[src/rtl/imem_loader.sv]
// imem_loader: receives a framed byte stream (16-bit big-endian word count,
// then big-endian 32-bit words) and writes it into the instruction RAM at
// consecutive word addresses. The CPU is held in reset while a load runs.
// Optional feature macro: IMEM_LOADER_CHECKSUM_EN adds a trailing XOR checksum
// byte that must match before the load is reported done.
module imem_loader #(
  parameter int ADDR_W    = 8,
  parameter int DEPTH     = 256,
  parameter int BASE_ADDR = 0
) (
  input  logic              clk,
  input  logic              reset,
  input  logic              start,
  input  logic              in_valid,
  input  logic [7:0]        in_data,
  output logic              in_ready,
  output logic              mem_we,
  output logic [ADDR_W-1:0] mem_addr,
  output logic [31:0]       mem_wdata,
  output logic              cpu_hold,
  output logic              done,
  output logic              err
);

  // state   | meaning
  // S_IDLE  | waiting for start, CPU free
  // S_HDR_HI| receiving word count high byte
  // S_HDR_LO| receiving word count low byte, range check
  // S_DATA  | assembling a word from four bytes
  // S_WRITE | one-cycle RAM write of the assembled word
  // S_CHK   | receiving checksum byte (checksum build only)
  // S_DONE  | one-cycle done pulse
  // S_ERR   | load rejected, CPU free, waiting for start
  typedef enum logic [2:0] {
    S_IDLE   = 3'd0,
    S_HDR_HI = 3'd1,
    S_HDR_LO = 3'd2,
    S_DATA   = 3'd3,
    S_WRITE  = 3'd4,
    S_DONE   = 3'd5,
    S_ERR    = 3'd6
`ifdef IMEM_LOADER_CHECKSUM_EN
    , S_CHK  = 3'd7
`endif
  } state_t;

  localparam logic [ADDR_W-1:0] BASE_W = ADDR_W'(BASE_ADDR);
  // Largest word count that still ends at or before word DEPTH-1.
  localparam logic [16:0] LIMIT = 17'(DEPTH - BASE_ADDR);

  state_t state, state_nxt;

  logic [15:0]       count;
  logic [ADDR_W-1:0] addr;
  logic [31:0]       word;
  logic [1:0]        byte_idx;
  logic              fire;
  logic [15:0]       hdr_n;
`ifdef IMEM_LOADER_CHECKSUM_EN
  logic [7:0]        csum;
`endif

  assign fire  = in_valid & in_ready;
  // The full header value as it appears on the low-byte accept edge.
  assign hdr_n = {count[15:8], in_data};

  assign mem_we    = (state == S_WRITE);
  assign mem_addr  = addr;
  assign mem_wdata = word;
  assign done      = (state == S_DONE);
  assign err       = (state == S_ERR);
  // Derived from state so it falls together with the async reset of state.
  assign cpu_hold  = (state != S_IDLE) && (state != S_ERR);

  // State register.
  always_ff @(posedge clk or posedge reset) begin
    if (reset) state <= S_IDLE;
    else       state <= state_nxt;
  end

  // Next-state logic and byte-accept handshake.
  always_comb begin
    state_nxt = state;
    in_ready  = 1'b0;
    case (state)
      S_IDLE: begin
        if (start) state_nxt = S_HDR_HI;
      end
      S_HDR_HI: begin
        in_ready = 1'b1;
        if (in_valid) state_nxt = S_HDR_LO;
      end
      S_HDR_LO: begin
        in_ready = 1'b1;
        if (in_valid) begin
          if (hdr_n == 16'd0) begin
`ifdef IMEM_LOADER_CHECKSUM_EN
            state_nxt = S_CHK;
`else
            state_nxt = S_DONE;
`endif
          end else if ({1'b0, hdr_n} > LIMIT) begin
            state_nxt = S_ERR;
          end else begin
            state_nxt = S_DATA;
          end
        end
      end
      S_DATA: begin
        in_ready = 1'b1;
        if (in_valid && (byte_idx == 2'd3)) state_nxt = S_WRITE;
      end
      S_WRITE: begin
        if (count == 16'd1) begin
`ifdef IMEM_LOADER_CHECKSUM_EN
          state_nxt = S_CHK;
`else
          state_nxt = S_DONE;
`endif
        end else begin
          state_nxt = S_DATA;
        end
      end
`ifdef IMEM_LOADER_CHECKSUM_EN
      S_CHK: begin
        in_ready = 1'b1;
        if (in_valid) state_nxt = (in_data == csum) ? S_DONE : S_ERR;
      end
`endif
      S_DONE: begin
        state_nxt = S_IDLE;
      end
      S_ERR: begin
        if (start) state_nxt = S_HDR_HI;
      end
      default: begin
        state_nxt = S_IDLE;
      end
    endcase
  end

  // Datapath: word count, write address, word assembly and running checksum.
  always_ff @(posedge clk or posedge reset) begin
    if (reset) begin
      count    <= '0;
      addr     <= BASE_W;
      word     <= '0;
      byte_idx <= '0;
`ifdef IMEM_LOADER_CHECKSUM_EN
      csum     <= '0;
`endif
    end else begin
      case (state)
        S_IDLE, S_ERR: begin
          if (start) begin
            addr     <= BASE_W;
            count    <= '0;
            byte_idx <= '0;
`ifdef IMEM_LOADER_CHECKSUM_EN
            csum     <= '0;
`endif
          end
        end
        S_HDR_HI: begin
          if (fire) count[15:8] <= in_data;
        end
        S_HDR_LO: begin
          if (fire) count[7:0] <= in_data;
        end
        S_DATA: begin
          if (fire) begin
            word     <= {word[23:0], in_data};
            byte_idx <= byte_idx + 2'd1;
`ifdef IMEM_LOADER_CHECKSUM_EN
            csum     <= csum ^ in_data;
`endif
          end
        end
        S_WRITE: begin
          addr  <= addr + ADDR_W'(1);
          count <= count - 16'd1;
        end
        default: begin
        end
      endcase
    end
  end

endmodule

[config.mk]
export PLATFORM = sky130hd
export DESIGN_NAME = imem_loader
export DESIGN_NICKNAME = d
export VERILOG_FILES = /design/src/rtl/imem_loader.sv
export SDC_FILE = /design/constraint.sdc
export NUM_CORES = 1
export LEC_CHECK = 0
export BUFFER_PORTS_ARGS = -buffer_cell sky130_fd_sc_hd__buf_4
export CORE_MARGIN = 8
export CORE_UTILIZATION = 40
export DETAILED_ROUTE_END_ITERATION = 10
export PLACE_DENSITY = 0.61
export SLEW_MARGIN = 20
export SYNTH_ARGS = -nofsm -noshare
export SYNTH_HDL_FRONTEND = slang
export SYNTH_SLANG_ARGS = --single-unit
[constraint.sdc]
create_clock -name clk -period 2.4 [get_ports clk]
set_input_delay 0.48 -clock clk [delete_from_list [all_inputs] [get_ports clk]]
set_output_delay 0.48 -clock clk [all_outputs]
set_load 0.1 [all_outputs]
## After elaboration in Yosys (flattened, before gate mapping)

Index checks and enable logic that the tools add are counted.

| storage, ports and cells | value |
|---|---|
| word-level logic and storage cells | 62 |
| flip-flop bits (word level) | 61 |
| output and inout bits | 45 |
| input bits | 12 |

| cells by class | value |
|---|---|
| $add $sub $neg | 3 |
| bitwise operators | 1 |
| eq/ne operators | 16 |
| muxes and demuxes | 18 |
| reduce and logical (&&, ||, !) cells | 17 |
| magnitude comparators | 1 |

Operators with widths:

| operator | number |
|---|---|
| $pmux W8 S3 | 2 |
| $mux W3 | 7 |
| $eq A16 B1 Y1 const B | 1 |
| $gt A16 B9 Y1 const B | 1 |
| $logic_not A16 Y1 | 1 |
| $mux W16 | 1 |
| $mux W8 | 2 |
| $pmux W8 S2 | 1 |
| $sub A16 B1 Y16 const B | 1 |
| $pmux W3 S5 | 1 |
| $ne A2 B2 Y1 const B | 6 |
| $eq A3 B3 Y1 const B | 3 |
| $reduce_and A3 Y1 | 3 |
| $reduce_bool A3 Y1 | 3 |
| $add A8 B1 Y8 const B | 1 |
| $eq A3 B2 Y1 const B | 2 |
| $mux W2 | 2 |
| $pmux W2 S2 | 1 |
| $reduce_and A2 Y1 | 2 |
| $reduce_and A4 Y1 | 1 |
| $reduce_bool A2 Y1 | 2 |
| $eq A3 B1 Y1 const B | 1 |
| $logic_not A3 Y1 | 1 |
| $ne A3 B3 Y1 const B | 1 |
| 8 further kinds | 9 |

## Longest topological paths before layout

| logic depth | value |
|---|---|
| word-level depth | 6 |
| depth in mapped cells | 8 |
| mapped depth without buffers | 6 |

## Worst setup path before layout

OpenSTA, ideal clock, no wires.

| timing | value |
|---|---|
| kind | reg2out |
| start point | register state[2] |
| end point | output port err |
| stages on the path, launching flop included | 4 |
| data arrival time | 1991 ps |
| slack | -71 ps |
| data required time | 1920 ps |
| cell sequence | dfrtp_1 > clkbuf_1 > nand2_1 > nor2_1 |

| between the ends | value |
|---|---|
| cells in the longest elaborated chain, start to end | 1 |

RTL lines:

| element | line | RTL |
|---|---|---|
| start, declared | 51 | `state_t state, state_nxt;` |
| start signal, assigned | 78 | `else state <= state_nxt;` |
| $eq A3 B3 Y1 | 71 | `assign err = (state == S_ERR);` |
| end, declared | 22 | `output logic err` |

Every way passes these cells.

## Worst setup path after layout

| timing | value |
|---|---|
| start point | register state[1] |
| end point | output port mem_we |

| between the ends | value |
|---|---|
| cells in the longest elaborated chain, start to end | 1 |

RTL lines:

| element | line | RTL |
|---|---|---|
| $eq A3 B3 Y1 | 67 | `assign mem_we = (state == S_WRITE);` |
| end, declared | 17 | `output logic mem_we,` |

Every way passes these cells.

==> flow_results.xml <==
<?xml version="1.0" encoding="UTF-8"?>
<metrics>
  <group name="outcome">
    <metric name="outcome" unit="">finished clean</metric>
  </group>
  <group name="finish">
    <metric name="layout.nets" unit="">360</metric>
    <metric name="fillCellCount" unit="">691</metric>
    <metric name="area_growth_syn_to_layout" unit="%">26.5</metric>
    <metric name="antenna-diode-count" unit="">0</metric>
    <metric name="instances_no_fill" unit="">448</metric>
    <metric name="drive_gt1_share" unit="%">35.2</metric>
  </group>
  <group name="hold_path">
    <metric name="min_path_type" unit="">in2async</metric>
  </group>
  <group name="worst_setup_path">
    <metric name="crit_path_start_kind" unit="">flop</metric>
    <metric name="r2r_start" unit="">state[1]$_DFFE_PP0P_</metric>
    <metric name="critPathArrivalTime" unit="ns">1.76</metric>
    <metric name="timing_worst_setup_path_type" unit="">reg2out</metric>
    <metric name="timing.critical_path.required" unit="ns">1.92</metric>
    <metric name="worstPathBufferInverterCount" unit="">2</metric>
    <metric name="end_kind" unit="">primary output</metric>
    <metric name="cpPeakStageDelay" unit="ns">0.51</metric>
    <metric name="worstPathMaxFanout" unit="">12</metric>
    <metric name="path_delay_family" unit="">buffers and inverters</metric>
    <metric name="cp_slowest_cell" unit="">sky130_fd_sc_hd__dfrtp_1</metric>
    <metric name="setup.worst_path.start" unit="">state[1]$_DFFE_PP0P_</metric>
    <metric name="crit_path_cell_trace" unit="">nor2_1, nand2_1, clkinvlp_4, buf_4</metric>
  </group>
  <group name="floorplanning">
    <metric name="starting_density_of_the_core" unit="%">41.2</metric>
    <metric name="io_pins" unit="">57</metric>
    <metric name="dieHeight" unit="µm">102</metric>
    <metric name="fp.dieW" unit="µm">102</metric>
    <metric name="core_region_area" unit="µm²">7210</metric>
    <metric name="design.die.area" unit="µm²">10400</metric>
    <metric name="placementRows" unit="">31</metric>
  </group>
  <group name="drt">
    <metric name="met2WireLength" unit="µm">3570</metric>
    <metric name="drt-vias-per-instance" unit="">5.38</metric>
    <metric name="drt_iter0_markers" unit="">175</metric>
    <metric name="first_pass_detailed_route_iteration_total" unit="">4</metric>
    <metric name="met3_wirelength" unit="µm">407</metric>
    <metric name="maxUsedRoutingLayer" unit="">met4</metric>
    <metric name="vias" unit="">2409</metric>
    <metric name="detail_route.wirelength" unit="µm">7090</metric>
    <metric name="remaining_drc_errors" unit="">0</metric>
    <metric name="wl_per_cell" unit="µm">15.8</metric>
    <metric name="drt.antenna.violating_nets" unit="">0</metric>
    <metric name="met1_length" unit="µm">3020</metric>
  </group>
  <group name="logic_synthesis">
    <metric name="synth_seq_area_share" unit="%">51.3</metric>
    <metric name="async_flop_share" unit="%">100</metric>
    <metric name="syn-num-nets" unit="">298</metric>
    <metric name="number_of_enable_flip_flop_cells_after_synthesis" unit="">0</metric>
    <metric name="synthesis.yosys.warnings" unit="">0</metric>
    <metric name="netlist_area" unit="µm²">2970</metric>
    <metric name="synth_top_area_share" unit="%">51.3</metric>
    <metric name="synthesis.instances" unit="">282</metric>
    <metric name="synthDominantAreaCellType" unit="">sky130_fd_sc_hd__dfrtp_1</metric>
    <metric name="syn-mean-instance-area" unit="µm²">10.5</metric>
    <metric name="ys.flop_type" unit="">sky130_fd_sc_hd__dfrtp_1</metric>
    <metric name="synth_seq_cells" unit="">61</metric>
    <metric name="synth.lib_cells_used.distinct" unit="">42</metric>
    <metric name="top_post_synthesis_cells_by_area" unit="">sky130_fd_sc_hd__dfrtp_1, sky130_fd_sc_hd__mux2_2, sky130_fd_sc_hd__o21ai_0</metric>
    <metric name="yosys.cell_count.top_type" unit="">sky130_fd_sc_hd__dfrtp_1</metric>
    <metric name="synth_top_cells_by_count" unit="">sky130_fd_sc_hd__dfrtp_1, sky130_fd_sc_hd__o21ai_0, sky130_fd_sc_hd__mux2_2</metric>
  </group>
  <group name="clock_network">
    <metric name="post_cts_resized" unit="">0</metric>
    <metric name="post-cts-setup-buffers" unit="">0</metric>
    <metric name="worst_skew_pair.late_latency" unit="ns">0.33</metric>
    <metric name="cts_num_sinks" unit="">61</metric>
    <metric name="cts_hold_repair.buffers" unit="">0</metric>
    <metric name="cts_tree" unit="">yes</metric>
    <metric name="cts.reportedPaths.clkPinSlew" unit="ns">0.07</metric>
    <metric name="cts_buf_count" unit="">9</metric>
    <metric name="max-clock-path-buffers" unit="">2</metric>
    <metric name="cts.htree.levels" unit="">3</metric>
    <metric name="clk_tree_root_cell" unit="">sky130_fd_sc_hd__clkbuf_8</metric>
  </group>
  <group name="placed_design">
    <metric name="place_congestion" unit="">0.834</metric>
    <metric name="hpwl" unit="µm">5140</metric>
    <metric name="dp.cells" unit="">432</metric>
    <metric name="place.port_buffers" unit="">56</metric>
  </group>
  <group name="global_route">
    <metric name="grt_pass1_vias" unit="">2400</metric>
    <metric name="pin_count_of_the_biggest_net_entering_global_routing" unit="">62</metric>
    <metric name="grt_util_all_layers" unit="%">14.4</metric>
    <metric name="grt_pass1_wl" unit="µm">11800</metric>
    <metric name="total_global_routing_overflow" unit="">0</metric>
    <metric name="antenna_found_initial" unit="">0</metric>
  </group>
  <group name="timing">
    <metric name="maxSlewHeadroom" unit="%">49.0</metric>
    <metric name="final.setup_skew" unit="ns">0.00646</metric>
    <metric name="grt_setup_unrepaired" unit="">false</metric>
    <metric name="timing.final.max_slew_violations" unit="">0</metric>
    <metric name="finalWorstPathRequiredPeriod" unit="ns">2.24</metric>
    <metric name="worstMarginPinSlew" unit="ns">0.755</metric>
    <metric name="finalSetupViolCount" unit="">0</metric>
    <metric name="final.setup.tns" unit="ns">0</metric>
    <metric name="fmaxAchievable" unit="MHz">446</metric>
    <metric name="final_hold_viol_count" unit="">0</metric>
    <metric name="fin_crit_sh" unit="%">93.3</metric>
  </group>
  <group name="job">
    <metric name="drv_cap" unit="">0</metric>
  </group>
</metrics>
-- layout by cell type, fill, tap and decap left out, types with 6 or more instances in the layout --
cell and count:
sky130_fd_sc_hd__buf_4 62, sky130_fd_sc_hd__dfrtp_1 61, sky130_fd_sc_hd__o21ai_0 40, sky130_fd_sc_hd__mux2_2 32, sky130_fd_sc_hd__nor2_1 19, sky130_fd_sc_hd__a21oi_1 16, sky130_fd_sc_hd__nand2_1 13, sky130_fd_sc_hd__inv_1 11
sky130_fd_sc_hd__clkbuf_8 11, sky130_fd_sc_hd__nand3_1 8, sky130_fd_sc_hd__nor3_1 8, sky130_fd_sc_hd__a22oi_1 6
-- sequential cells by signal, indices dropped and copies added, names as in the netlist --
signal / count
mem_wdata: 32
count: 16
mem_addr: 8
state: 3
byte_idx: 2
-- kinds of logic after synthesis --
group	count (synthesis)	share of synthesized area (%)
simple gates	74	13.6
xor+xnor	4	1.18
buf+inv	25	3.45
compound gates	82	16.6
mux	32	12.1
flops	61	51.3
fa+ha+maj	4	1.68
-- stage by stage --
step	cell area (µm²)	util (%)	hold WS, ns	worst slack [ns]
6_report	3760	52.1	0.202	0.160
5_1_grt	3760	52.1	0.226	0.0524
4_1_cts	3750	51.9	0.211	0.0684
3_5_place_dp	3540	49.0	0.476	0.197
3_3_place_gp	3540	49.0	0.473	0.348
2_1_floorplan	2980	-	0.467	0.0514
-- cell type report --
type | instances | area (µm²) | area share, %
clock buffer | 11 | 151 | 4.03
clock inverter | 5 | 58.8 | 1.56
inverter | 13 | 52.6 | 1.40
multi-input combinational | 196 | 1360 | 36.2
sequential | 61 | 1530 | 40.6
tap | 99 | 124 | 3.29
timing repair buffer | 63 | 485 | 12.9
-- worst min-delay path, stage by stage --
cell and delay, ns:
sky130_fd_sc_hd__buf_4 0.11, sky130_fd_sc_hd__inv_2 0.06, sky130_fd_sc_hd__buf_12 0.29
-- worst paths after layout --
| check | endpoint | slack (ns) | cells after the start |
|---|---|---|---|
| setup / recovery | mem_we | 0.16 | 4 |
| hold / removal | mem_wdata[28]$_DFFE_PP0P_ | 0.20 | 3 |
| setup reg to reg | count[9]$_DFFE_PP0P_ | 0.33 | 5 |
| hold reg to reg | mem_addr[7]$_DFFE_PP0P_ | 0.48 | 1 |
| max in group asynchronous | count[8]$_DFFE_PP0P_ | 1.93 | 3 |
| min in group clk | state[2]$_DFFE_PP0P_ | 0.40 | 2 |
-- layer usage --
metal	track usage (%)	vias to the layer above
met5	0	-
met4	5.64	0
met3	4.02	6
met2	23.7	67
met1	17.5	1182
li1	-	1154
Power is not shown: default switching activity piles up to over one toggle a cycle in this logic, so the estimate is an artifact.
